<file path="src/rtl/sat_wb_arbiter.sv">
// Round-robin write-back arbiter for MAC/ALU results: capture stage, 40-bit saturation stage,
// and sticky per-accumulator saturation flags. Define SAT_CNT_EN to add the saturation event counter.
module sat_wb_arbiter #(
  parameter  int unsigned SEL_W   = 2,
  localparam int unsigned NUM_ACC = 2 ** SEL_W
) (
  input  logic               clk_i,
  input  logic               reset_i,
  input  logic               mac_req_i,
  input  logic [SEL_W-1:0]   mac_acc_sel_i,
  input  logic [39:0]        mac_value_i,
  input  logic               mac_do_sat_i,
  output logic               mac_grant_o,
  input  logic               alu_req_i,
  input  logic [SEL_W-1:0]   alu_acc_sel_i,
  input  logic [39:0]        alu_value_i,
  input  logic               alu_do_sat_i,
  output logic               alu_grant_o,
  input  logic               wb_stall_i,
  output logic               wb_valid_o,
  output logic [SEL_W-1:0]   wb_acc_sel_o,
  output logic [39:0]        wb_value_o,
  output logic               wb_did_sat_o,
`ifdef SAT_CNT_EN
  input  logic               cnt_clr_i,
  output logic [15:0]        sat_cnt_o,
`endif
  input  logic [NUM_ACC-1:0] flag_clr_i,
  output logic [NUM_ACC-1:0] sat_flags_o
);

  localparam int unsigned VAL_W = 40;
  localparam logic [VAL_W-1:0] POS_MAX = 40'h00_7FFF_FFFF;
  localparam logic [VAL_W-1:0] NEG_MIN = 40'hFF_8000_0000;

  logic               last_alu_q,   last_alu_d;
  logic               s1_valid_q,   s1_valid_d;
  logic [SEL_W-1:0]   s1_sel_q,     s1_sel_d;
  logic [VAL_W-1:0]   s1_value_q,   s1_value_d;
  logic               s1_do_sat_q,  s1_do_sat_d;
  logic               wb_valid_q,   wb_valid_d;
  logic [SEL_W-1:0]   wb_sel_q,     wb_sel_d;
  logic [VAL_W-1:0]   wb_value_q,   wb_value_d;
  logic               wb_did_sat_q, wb_did_sat_d;
  logic [NUM_ACC-1:0] flags_q,      flags_d;

  logic [8:0]         guard_c;
  logic               did_sat_c;
  logic [VAL_W-1:0]   sat_value_c;
  logic               accept_c;
  logic [NUM_ACC-1:0] flag_set_c;

  // Arbitration: the requester not granted last wins a tie; nothing is granted in reset or stall.
  always_comb begin
    mac_grant_o = 1'b0;
    alu_grant_o = 1'b0;
    if (!reset_i && !wb_stall_i) begin
      if (mac_req_i && (!alu_req_i || last_alu_q)) begin
        mac_grant_o = 1'b1;
      end else if (alu_req_i) begin
        alu_grant_o = 1'b1;
      end
    end
  end

  // Clamp only when the guard bits and the sign of the 32-bit result disagree.
  always_comb begin
    guard_c     = s1_value_q[39:31];
    did_sat_c   = s1_do_sat_q && !((&guard_c) || !(|guard_c));
    sat_value_c = s1_value_q;
    if (did_sat_c) begin
      sat_value_c = s1_value_q[39] ? NEG_MIN : POS_MAX;
    end
  end

  always_comb begin
    last_alu_d   = last_alu_q;
    s1_valid_d   = s1_valid_q;
    s1_sel_d     = s1_sel_q;
    s1_value_d   = s1_value_q;
    s1_do_sat_d  = s1_do_sat_q;
    wb_valid_d   = wb_valid_q;
    wb_sel_d     = wb_sel_q;
    wb_value_d   = wb_value_q;
    wb_did_sat_d = wb_did_sat_q;
    accept_c     = wb_valid_q && !wb_stall_i;
    flag_set_c   = '0;

    if (mac_grant_o) begin
      last_alu_d = 1'b0;
    end else if (alu_grant_o) begin
      last_alu_d = 1'b1;
    end

    // Both stages advance together; a stall freezes the whole pipe including bubbles.
    if (!wb_stall_i) begin
      s1_valid_d = mac_grant_o || alu_grant_o;
      if (mac_grant_o) begin
        s1_sel_d    = mac_acc_sel_i;
        s1_value_d  = mac_value_i;
        s1_do_sat_d = mac_do_sat_i;
      end else if (alu_grant_o) begin
        s1_sel_d    = alu_acc_sel_i;
        s1_value_d  = alu_value_i;
        s1_do_sat_d = alu_do_sat_i;
      end
      wb_valid_d = s1_valid_q;
      if (s1_valid_q) begin
        wb_sel_d     = s1_sel_q;
        wb_value_d   = sat_value_c;
        wb_did_sat_d = did_sat_c;
      end
    end

    if (accept_c && wb_did_sat_q) begin
      flag_set_c[wb_sel_q] = 1'b1;
    end
    flags_d = (flags_q & ~flag_clr_i) | flag_set_c;
  end

  always_ff @(posedge clk_i) begin
    if (reset_i) begin
      last_alu_q   <= 1'b1;
      s1_valid_q   <= 1'b0;
      s1_sel_q     <= '0;
      s1_value_q   <= '0;
      s1_do_sat_q  <= 1'b0;
      wb_valid_q   <= 1'b0;
      wb_sel_q     <= '0;
      wb_value_q   <= '0;
      wb_did_sat_q <= 1'b0;
      flags_q      <= '0;
    end else begin
      last_alu_q   <= last_alu_d;
      s1_valid_q   <= s1_valid_d;
      s1_sel_q     <= s1_sel_d;
      s1_value_q   <= s1_value_d;
      s1_do_sat_q  <= s1_do_sat_d;
      wb_valid_q   <= wb_valid_d;
      wb_sel_q     <= wb_sel_d;
      wb_value_q   <= wb_value_d;
      wb_did_sat_q <= wb_did_sat_d;
      flags_q      <= flags_d;
    end
  end

  assign wb_valid_o   = wb_valid_q;
  assign wb_acc_sel_o = wb_sel_q;
  assign wb_value_o   = wb_value_q;
  assign wb_did_sat_o = wb_did_sat_q;
  assign sat_flags_o  = flags_q;

`ifdef SAT_CNT_EN
  logic [15:0] sat_cnt_q, sat_cnt_d;
  logic        cnt_inc_c;

  // Saturating event counter; a clear coinciding with an event leaves a count of one.
  always_comb begin
    cnt_inc_c = accept_c && wb_did_sat_q;
    sat_cnt_d = sat_cnt_q;
    if (cnt_clr_i) begin
      sat_cnt_d = 16'(cnt_inc_c);
    end else if (cnt_inc_c && (sat_cnt_q != 16'hFFFF)) begin
      sat_cnt_d = sat_cnt_q + 16'd1;
    end
  end

  always_ff @(posedge clk_i) begin
    if (reset_i) begin
      sat_cnt_q <= '0;
    end else begin
      sat_cnt_q <= sat_cnt_d;
    end
  end

  assign sat_cnt_o = sat_cnt_q;
`endif

endmodule

</file>
<file path="config.mk">
export PLATFORM = sky130hd
export DESIGN_NAME = sat_wb_arbiter
export DESIGN_NICKNAME = d
export VERILOG_FILES = /design/src/rtl/sat_wb_arbiter.sv
export SDC_FILE = /design/constraint.sdc
export NUM_CORES = 1
export LEC_CHECK = 0
export ABC_AREA = 0
export BUFFER_PORTS_ARGS = -buffer_cell sky130_fd_sc_hd__buf_4
export CAP_MARGIN = 10
export CORE_ASPECT_RATIO = 0.75
export CORE_MARGIN = 10
export CORE_UTILIZATION = 41
export CTS_BUF_LIST = sky130_fd_sc_hd__clkbuf_4 sky130_fd_sc_hd__clkbuf_8
export CTS_CLUSTER_DIAMETER = 50
export DETAILED_ROUTE_END_ITERATION = 12
export PLACE_DENSITY = 0.69
export SETUP_SLACK_MARGIN = 0.05
export SLEW_MARGIN = 10
export SYNTH_ARGS = -nofsm -noshare
export SYNTH_HDL_FRONTEND = slang
export SYNTH_SLANG_ARGS = --single-unit
</file>
<file path="constraint.sdc">
create_clock -name clk_i -period 4.4 [get_ports clk_i]
set_input_delay 0.66 -clock clk_i [delete_from_list [all_inputs] [get_ports clk_i]]
set_output_delay 0.66 -clock clk_i [all_outputs]
set_load 0.1 [all_outputs]
</file>
## Word-level counts from Yosys, hierarchy flattened

Index checks and enable logic that the tools add are counted.

| word-level totals | value |
|---|---|
| bits of input ports | 95 |
| word-level logic and storage cells | 53 |
| register bits after elaboration | 93 |
| output and inout bits | 50 |

| cells by class | value |
|---|---|
| bitwise operators | 4 |
| mux-type cells | 18 |
| magnitude comparators | 2 |
| reductions and logical operators | 19 |

Operator list:

| cell | number |
|---|---|
| 40-bit two-way mux | 4 |
| 1-bit two-way mux | 10 |
| 9-bit AND reduction | 1 |
| 9-bit OR reduction | 1 |
| 1-bit logical AND | 6 |
| 1-bit logical NOT | 5 |
| 4-bit AND | 1 |
| 2-bit two-way mux | 2 |
| 4-bit two-way mux | 1 |
| 4-bit inverter | 1 |
| 4-bit OR | 1 |
| 2-bit AND reduction | 2 |
| 1-bit logical OR | 3 |
| 2-bit by 3-bit < comparator with 1-bit output, second input constant | 1 |
| 1-bit demux with 2-bit select | 1 |
| 2-bit by 1-bit greater-or-equal comparator with 1-bit output, second input constant | 1 |
| 2-bit nonzero test | 1 |
| 1-bit inverter | 1 |

## Logic depth before layout (Yosys ltp)

Gate-level depths: netlist (run 1).

| logic depth | value |
|---|---|
| depth in word-level cells | 7 |
| mapped depth | 7 |
| gate-level depth less buffers | 4 |

## Least setup slack after synthesis (run 1)

Ideal clock, no wire load.

| timing path | value |
|---|---|
| path kind | input to output |
| from | input reset_i |
| to | output alu_grant_o |
| data arrival time | 2.051 ns |
| path buffers | 2 |
| setup slack | 1.689 ns |
| cell stages on the path | 5 |
| required time | 3.740 ns |
| cells stage by stage | buf_2 > nor2_1 > nand3_1 > clkbuf_1 > inv_1 |

| between the ends | value |
|---|---|
| longest elaborated chain between the ends | 3 |

RTL lines:

| item | RTL line | text |
|---|---|---|
| start, declared | 8 | `input logic reset_i,` |
| 1-bit logical NOT | 57 | `if (!reset_i && !wb_stall_i) begin` |
| 1-bit logical AND | 57 |  |
| 1-bit two-way mux | 57 |  |
| end, declared | 18 | `output logic alu_grant_o,` |

No other way between the ends.

## Worst setup path in the final report (run 1)

Ends and elaborated chain as after synthesis.

==> results of run 1 <==
==> metrics by stage <==
step	cells	worst slack (ps)	instance area, um2	hold slack [ps]	util, %
after floorplan	395	1690	3680	432	-
after global placement	618	1640	4780	451	55.6
after detailed placement	618	1580	4780	461	55.6
after CTS	634	1610	4980	475	57.9
after global routing	634	1490	4980	500	57.9
final	634	1610	4980	474	57.9
==> registers in the layout, indices dropped and copies added (netlist names), 2 cells and up <==
| name | flops |
|---|---|
| s1_sel_q | 2 |
| wb_acc_sel_o | 2 |
| wb_value_o | 40 |
| sat_flags_o | 4 |
| s1_value_q | 40 |
==> report_power, final <==
part           switching [mW]  internal (mW)  leakage (nW)
logic                   0.144          0.103          1.29
registers              0.0253          0.876         0.757
clock network           0.301          0.277         0.106
total                   0.470           1.26          2.15
==> logic make-up (layout without fill, tap and decap cells) <==
family	count (synthesis)	after routing
flip-flops	93	93
AND/OR/NAND/NOR	133	133
buffers and inverters	46	177
AO/OA/AOI/OAI	123	123
==> layer usage <==
layer	wire length (um)	track usage (%)	vias up
met5	0	0	-
met4	119	4.57	0
met3	1120	7.19	13
met2	5580	26.8	128
met1	5080	21.6	1645
li1	-	-	1714
==> cells in the final DEF, fill, tap and decap left out, types with 3 or more instances in the layout <==
cell type  instances
nand2_1           12
a21oi_1           28
o41ai_2            5
nand3_1           13
nand2b_1           3
a31oi_1            5
dfxtp_1           93
nor2b_1            5
o221a_2            5
o22ai_1           16
inv_1             10
clkbuf_8          10
o221ai_1          38
buf_4            150
a221o_1           18
nor2_1            88
clkinv_2           3
==> worst max-delay path by stage <==
stage / slack (ps) / start / end
after detailed placement: 1580 / reset_i / s1_value_q[29]$_SDFFE_PP0P_
after global placement: 1640 / reset_i / alu_grant_o
after CTS: 1610 / reset_i / alu_grant_o
after floorplan: 1690 / reset_i / alu_grant_o
final: 1610 / reset_i / alu_grant_o
after global routing: 1490 / reset_i / alu_grant_o
==> cell type report <==
class / count / area, um2
Tap cell: 108 / 135
Clock inverter: 6 / 62.6
Timing Repair Buffer: 150 / 1130
Fill cell: 797 / 3620
Inverter: 11 / 41.3
Multi-Input combinational cell: 256 / 1620
Sequential cell: 93 / 1860
Clock buffer: 10 / 138
==> worst max-delay path, cell delays in order <==
cell and delay [ps]:
buf_4 390, nor2_1 190, nand3_2 110, buf_4 420, inv_1 90, buf_4 250
==> metrics.cfg, run 1 <==
[drt]
drc_errors = 0
post_drt_wl_per_cell_um = 18.8
dr.pass1.iters = 4
drt-vias-per-instance = 5.52
ant_nets = 0
vias = 3500
drtIter0Drc = 232
wirelength_um = 11900

[placed_design]
gp_congestion = 0.791
portBuffers = 144
dpl.hpwl_um = 8580

[yosys]
synthTopCellsByCount = dfxtp_1 (93), nor2_1 (88), o221ai_1 (38)
synth_compound_area_share_pct = 26.8
syn_area_um2 = 3680
synth_top_cell_by_area = dfxtp_1
synthSimpleGateAreaFrac_pct = 16.7
ys.flop_type = dfxtp_1
yosys_warnings = 0
synth-async-reset-ratio_pct = 0
ys_seq_area_share_pct = 50.6
synth_top_family_by_area = compound AO/OA/AOI/OAI gates
synthAdderAreaFrac_pct = 0
synth_edf_count = 0
syn-num-nets = 490
synthCells = 395
synth_seq_cells = 93
yosysMostFrequentCell = dfxtp_1
synth_area_leaders = dfxtp_1 (51%), o221ai_1 (9.0%), nor2_1 (9.0%)
synthDistinctLibCells = 34
synth_xor_xnor_area_share_pct = 0
synth_mux_area_share_pct = 0
avgSynthCellArea_um2 = 9.32
synth_top_area_share_pct = 50.6

[cells_and_area]
n_antenna_cell = 0
drive_gt1_share_pct = 35.6
fin_nets = 616
area_growth_pct = 35.3

[worst_setup_path]
r2r_cells = 5
r2r-start = s1_valid_q$_SDFFE_PP0N_
crit_required_ps = 3740
ff2ff_setup_slack_ps = 2380
endpoint_kind = output port
worstSetupStartpointType = input pin
crit_fanout = 45
r2r-end = wb_value_o[34]$_SDFFE_PP0P_
crit_type = in2out
cp.arrival_ps = 2130

[timing]
drv_slew = 0
fmax_mhz = 359
setup_violations = 0
final.min_clock_period_ps = 2790
fin_skew_ps = 9.59
rsz0062_at_grt = no
relSlewSlack_pct = 29.2
hold_viol_final = 0
fin_crit_sh_pct = 63.4
setup_tns_ps = 0
worst_slew_pin_slew_ps = 1060

[pwr]
power_density_nw_per_um2 = 347
power_leakage_nw = 2.15
ir_drop_mv = 0.210
total_power_mw = 1.73

[cts]
clkLatencyLatePin_ps = 350
hold_buffers = 0
cts.sink_count = 93
cts_setup_buffers = 0
path_clk_slew_ps = 90
htreeDepth = 3
cts_made_buffers = 9
max-clock-path-buffers = 2
tritoncts = built
cts_resized = 0
clock-root-buffer = clkbuf_8

[grt]
grt_usage_pct = 17.2
overflow = 0
grt_pass1_vias = 3534
grt_pass1_wl_um = 18400
grt_max_degree = 46
antenna_found_initial = 0

[die]
core_area_um2 = 8600
row_count = 29
start_util_pct = 42.8
die_y_um = 102
die_x_um = 129
ioPinCount = 145
die-area_um2 = 13200

[job]
cap_viol_max_count = 0

[outcome]
status = finished clean

[min_path]
hold_class = reg2reg
whs_endpoint = s1_valid_q$_SDFFE_PP0N_
holdPathStages = 2
holdCritStartpoint = s1_valid_q$_SDFFE_PP0N_

(Power assumes the default switching activity.)
==> run 2: changes to the inputs <==
Clock period 4.4 ns to 2.65 ns, I/O delays scaled along.
==> run 2 against run 1 <==
Global-route usage is 0.45 points higher. Utilization increased by 0.61 points. Flip-flop and latch count stayed put. Sequential share of layout area is 0.39 points lower. Critical endpoint is now mac_grant_o.
==> metrics.cfg, run 2 (synthesized netlist as in run 1, its figures left out) <==
[timing]
relSlewSlack_pct = 41.0  ; was 29.2%
rsz0062_at_grt = no  ; unchanged
setup_violations = 0  ; unchanged
fin_hold_ws_ps = 238  ; was 474 ps
worst_slew_pin_slew_ps = 876  ; was 1060 ps
final.min_clock_period_ps = 2100
fin_skew_ps = 10.9  ; was 9.59 ps
fin_crit_sh_pct = 79.3
fmax_mhz = 476
hold_viol_final = 0  ; unchanged
setup_tns_ps = 0  ; unchanged
drv_slew = 0  ; unchanged

[drt]
wirelength_um = 12100  ; was 11900 um
vias = 3536  ; was 3500
drtIter0Drc = 287  ; was 232
drt-vias-per-instance = 5.54  ; was 5.52
drc_errors = 0  ; unchanged
ant_nets = 0  ; unchanged
post_drt_wl_per_cell_um = 18.9  ; was 18.8 um
dr.pass1.iters = 5  ; was 4

[worst_setup_path]
r2r_cells = 4  ; was 5
crit_type = in2out  ; unchanged
cp-startpoint = reset_i  ; unchanged
ff2ff_setup_slack_ps = 810  ; was 2380 ps
r2r-start = s1_value_q[36]$_SDFFE_PP0P_  ; was s1_valid_q$_SDFFE_PP0N_
worstSetupStartpointType = input pin  ; unchanged
r2r-end = wb_value_o[35]$_SDFFE_PP0P_  ; was wb_value_o[34]$_SDFFE_PP0P_
cp.arrival_ps = 1700  ; was 2130 ps
crit_required_ps = 2250  ; was 3740 ps
crit_fanout = 14  ; was 45
endpoint_kind = output port  ; unchanged

[die]
core_area_um2 = 8600  ; unchanged
ioPinCount = 145  ; unchanged
die_x_um = 129  ; unchanged
start_util_pct = 42.8  ; unchanged
row_count = 29  ; unchanged
die_y_um = 102  ; unchanged
die-area_um2 = 13200  ; unchanged

[grt]
grt_pass1_vias = 3575  ; was 3534
grt_usage_pct = 17.7  ; was 17.2%
grt_max_degree = 36  ; was 46
grt_pass1_wl_um = 18500  ; was 18400 um
antenna_found_initial = 0  ; unchanged
overflow = 0  ; unchanged

[cells_and_area]
fillerInstances = 766  ; was 797
drive_gt1_share_pct = 36.2  ; was 35.6%
n_antenna_cell = 0  ; unchanged
most-common-layout-cells = buf_4 (155), dfxtp_1 (93), nor2_1 (87)  ; was buf_4 (150), dfxtp_1 (93), nor2_1 (88)
area_growth_pct = 36.7  ; was 35.3%
final_common_cell = buf_4  ; unchanged
postLayoutCellArea_um2 = 5030  ; was 4980 um2
fin_nets = 621  ; was 616

[min_path]
hold_class = in2reg  ; was reg2reg
holdCritStartpoint = alu_value_i[28]  ; was s1_valid_q$_SDFFE_PP0N_
whs_endpoint = s1_value_q[28]$_SDFFE_PP0P_  ; was s1_valid_q$_SDFFE_PP0N_
holdPathStages = 3  ; was 2

[outcome]
status = finished clean  ; unchanged

[pwr]
p_seq_share_pct = 51.0  ; was 52.2%
total_power_mw = 2.93  ; was 1.73 mW
internal_power_mw = 2.15  ; was 1.26 mW
power_density_nw_per_um2 = 582  ; was 347 nW/um2
pwr-share-clk_pct = 34.8  ; was 33.5%
p_sw_uw = 778  ; was 470 uW
combinationalPowerShare_pct = 14.1  ; was 14.3%
ir_drop_mv = 0.263  ; was 0.210 mV
swShare_pct = 26.5  ; was 27.2%
power_leakage_nw = 2.17  ; was 2.15 nW

[cts]
cts_setup_buffers = 0  ; unchanged
clkLatencyLatePin_ps = 360  ; was 350 ps
path_clk_slew_ps = 90  ; about the same
tritoncts = built  ; unchanged
hold_buffers = 0  ; unchanged
max-clock-path-buffers = 2  ; unchanged
cts_made_buffers = 9  ; unchanged
clock-root-buffer = clkbuf_8  ; unchanged
htreeDepth = 3  ; unchanged
cts.sink_count = 93  ; unchanged
cts_resized = 0  ; unchanged

[placed_design]
dpl.hpwl_um = 8900  ; was 8580 um
place_area_um2 = 4820  ; was 4780 um2
portBuffers = 144  ; unchanged
gp_congestion = 0.770  ; was 0.791

[job]
cap_viol_max_count = 0  ; unchanged

## run 2: power groups by stage
stage               Clock (mW)  Combinational [mW]  Sequential, mW
floorplan                    0               0.168            1.60
global placement             0               0.407            1.53
detailed placement           0               0.414            1.53
CTS                       1.04               0.415            1.50
global route              1.10               0.444            1.50
finish                    1.02               0.415            1.50
## run 2: area by class of cell
| class | count | area [um2] | area share [%] |
|---|---|---|---|
| Multi-Input combinational cell | 256 | 1620 | 32.2 |
| Clock buffer | 9 | 124 | 2.46 |
| Inverter | 11 | 41.3 | 0.820 |
| Tap cell | 108 | 135 | 2.68 |
| Clock inverter | 6 | 88.8 | 1.76 |
| Timing Repair Buffer | 155 | 1160 | 23.1 |
| Sequential cell | 93 | 1860 | 37.0 |
## run 2: per-stage QoR
stage / util [%] / std cells / worst slack [ps]
6_report: 58.5 / 638 / 548
5_1_grt: 58.5 / 638 / 425
4_1_cts: 58.5 / 638 / 588
3_5_place_dp: 56.0 / 623 / 577
3_3_place_gp: 56.0 / 623 / 657
2_1_floorplan: - / 395 / 464
## run 2: how the worst max path moves through the flow
stage                   to  slack [ps]  cells past startpoint
2_1_floorplan  alu_grant_o         460                      5
3_3_place_gp   mac_grant_o         660                      5
3_5_place_dp   mac_grant_o         580                      5
4_1_cts        mac_grant_o         590                      5
5_1_grt        mac_grant_o         430                      5
6_report       mac_grant_o         550                      5
## run 2: worst max-delay path, cell delays in order
cell and delay [ps]:
buf_4 160, nor2_1 340, nand3_2 320, inv_1 170, buf_4 310
## run 2: routing by layer
metal,wire (um),track usage [%]
met2,5520,27.9
met4,108,3.62
met3,1160,7.97
met1,5300,21.9
met5,0,0
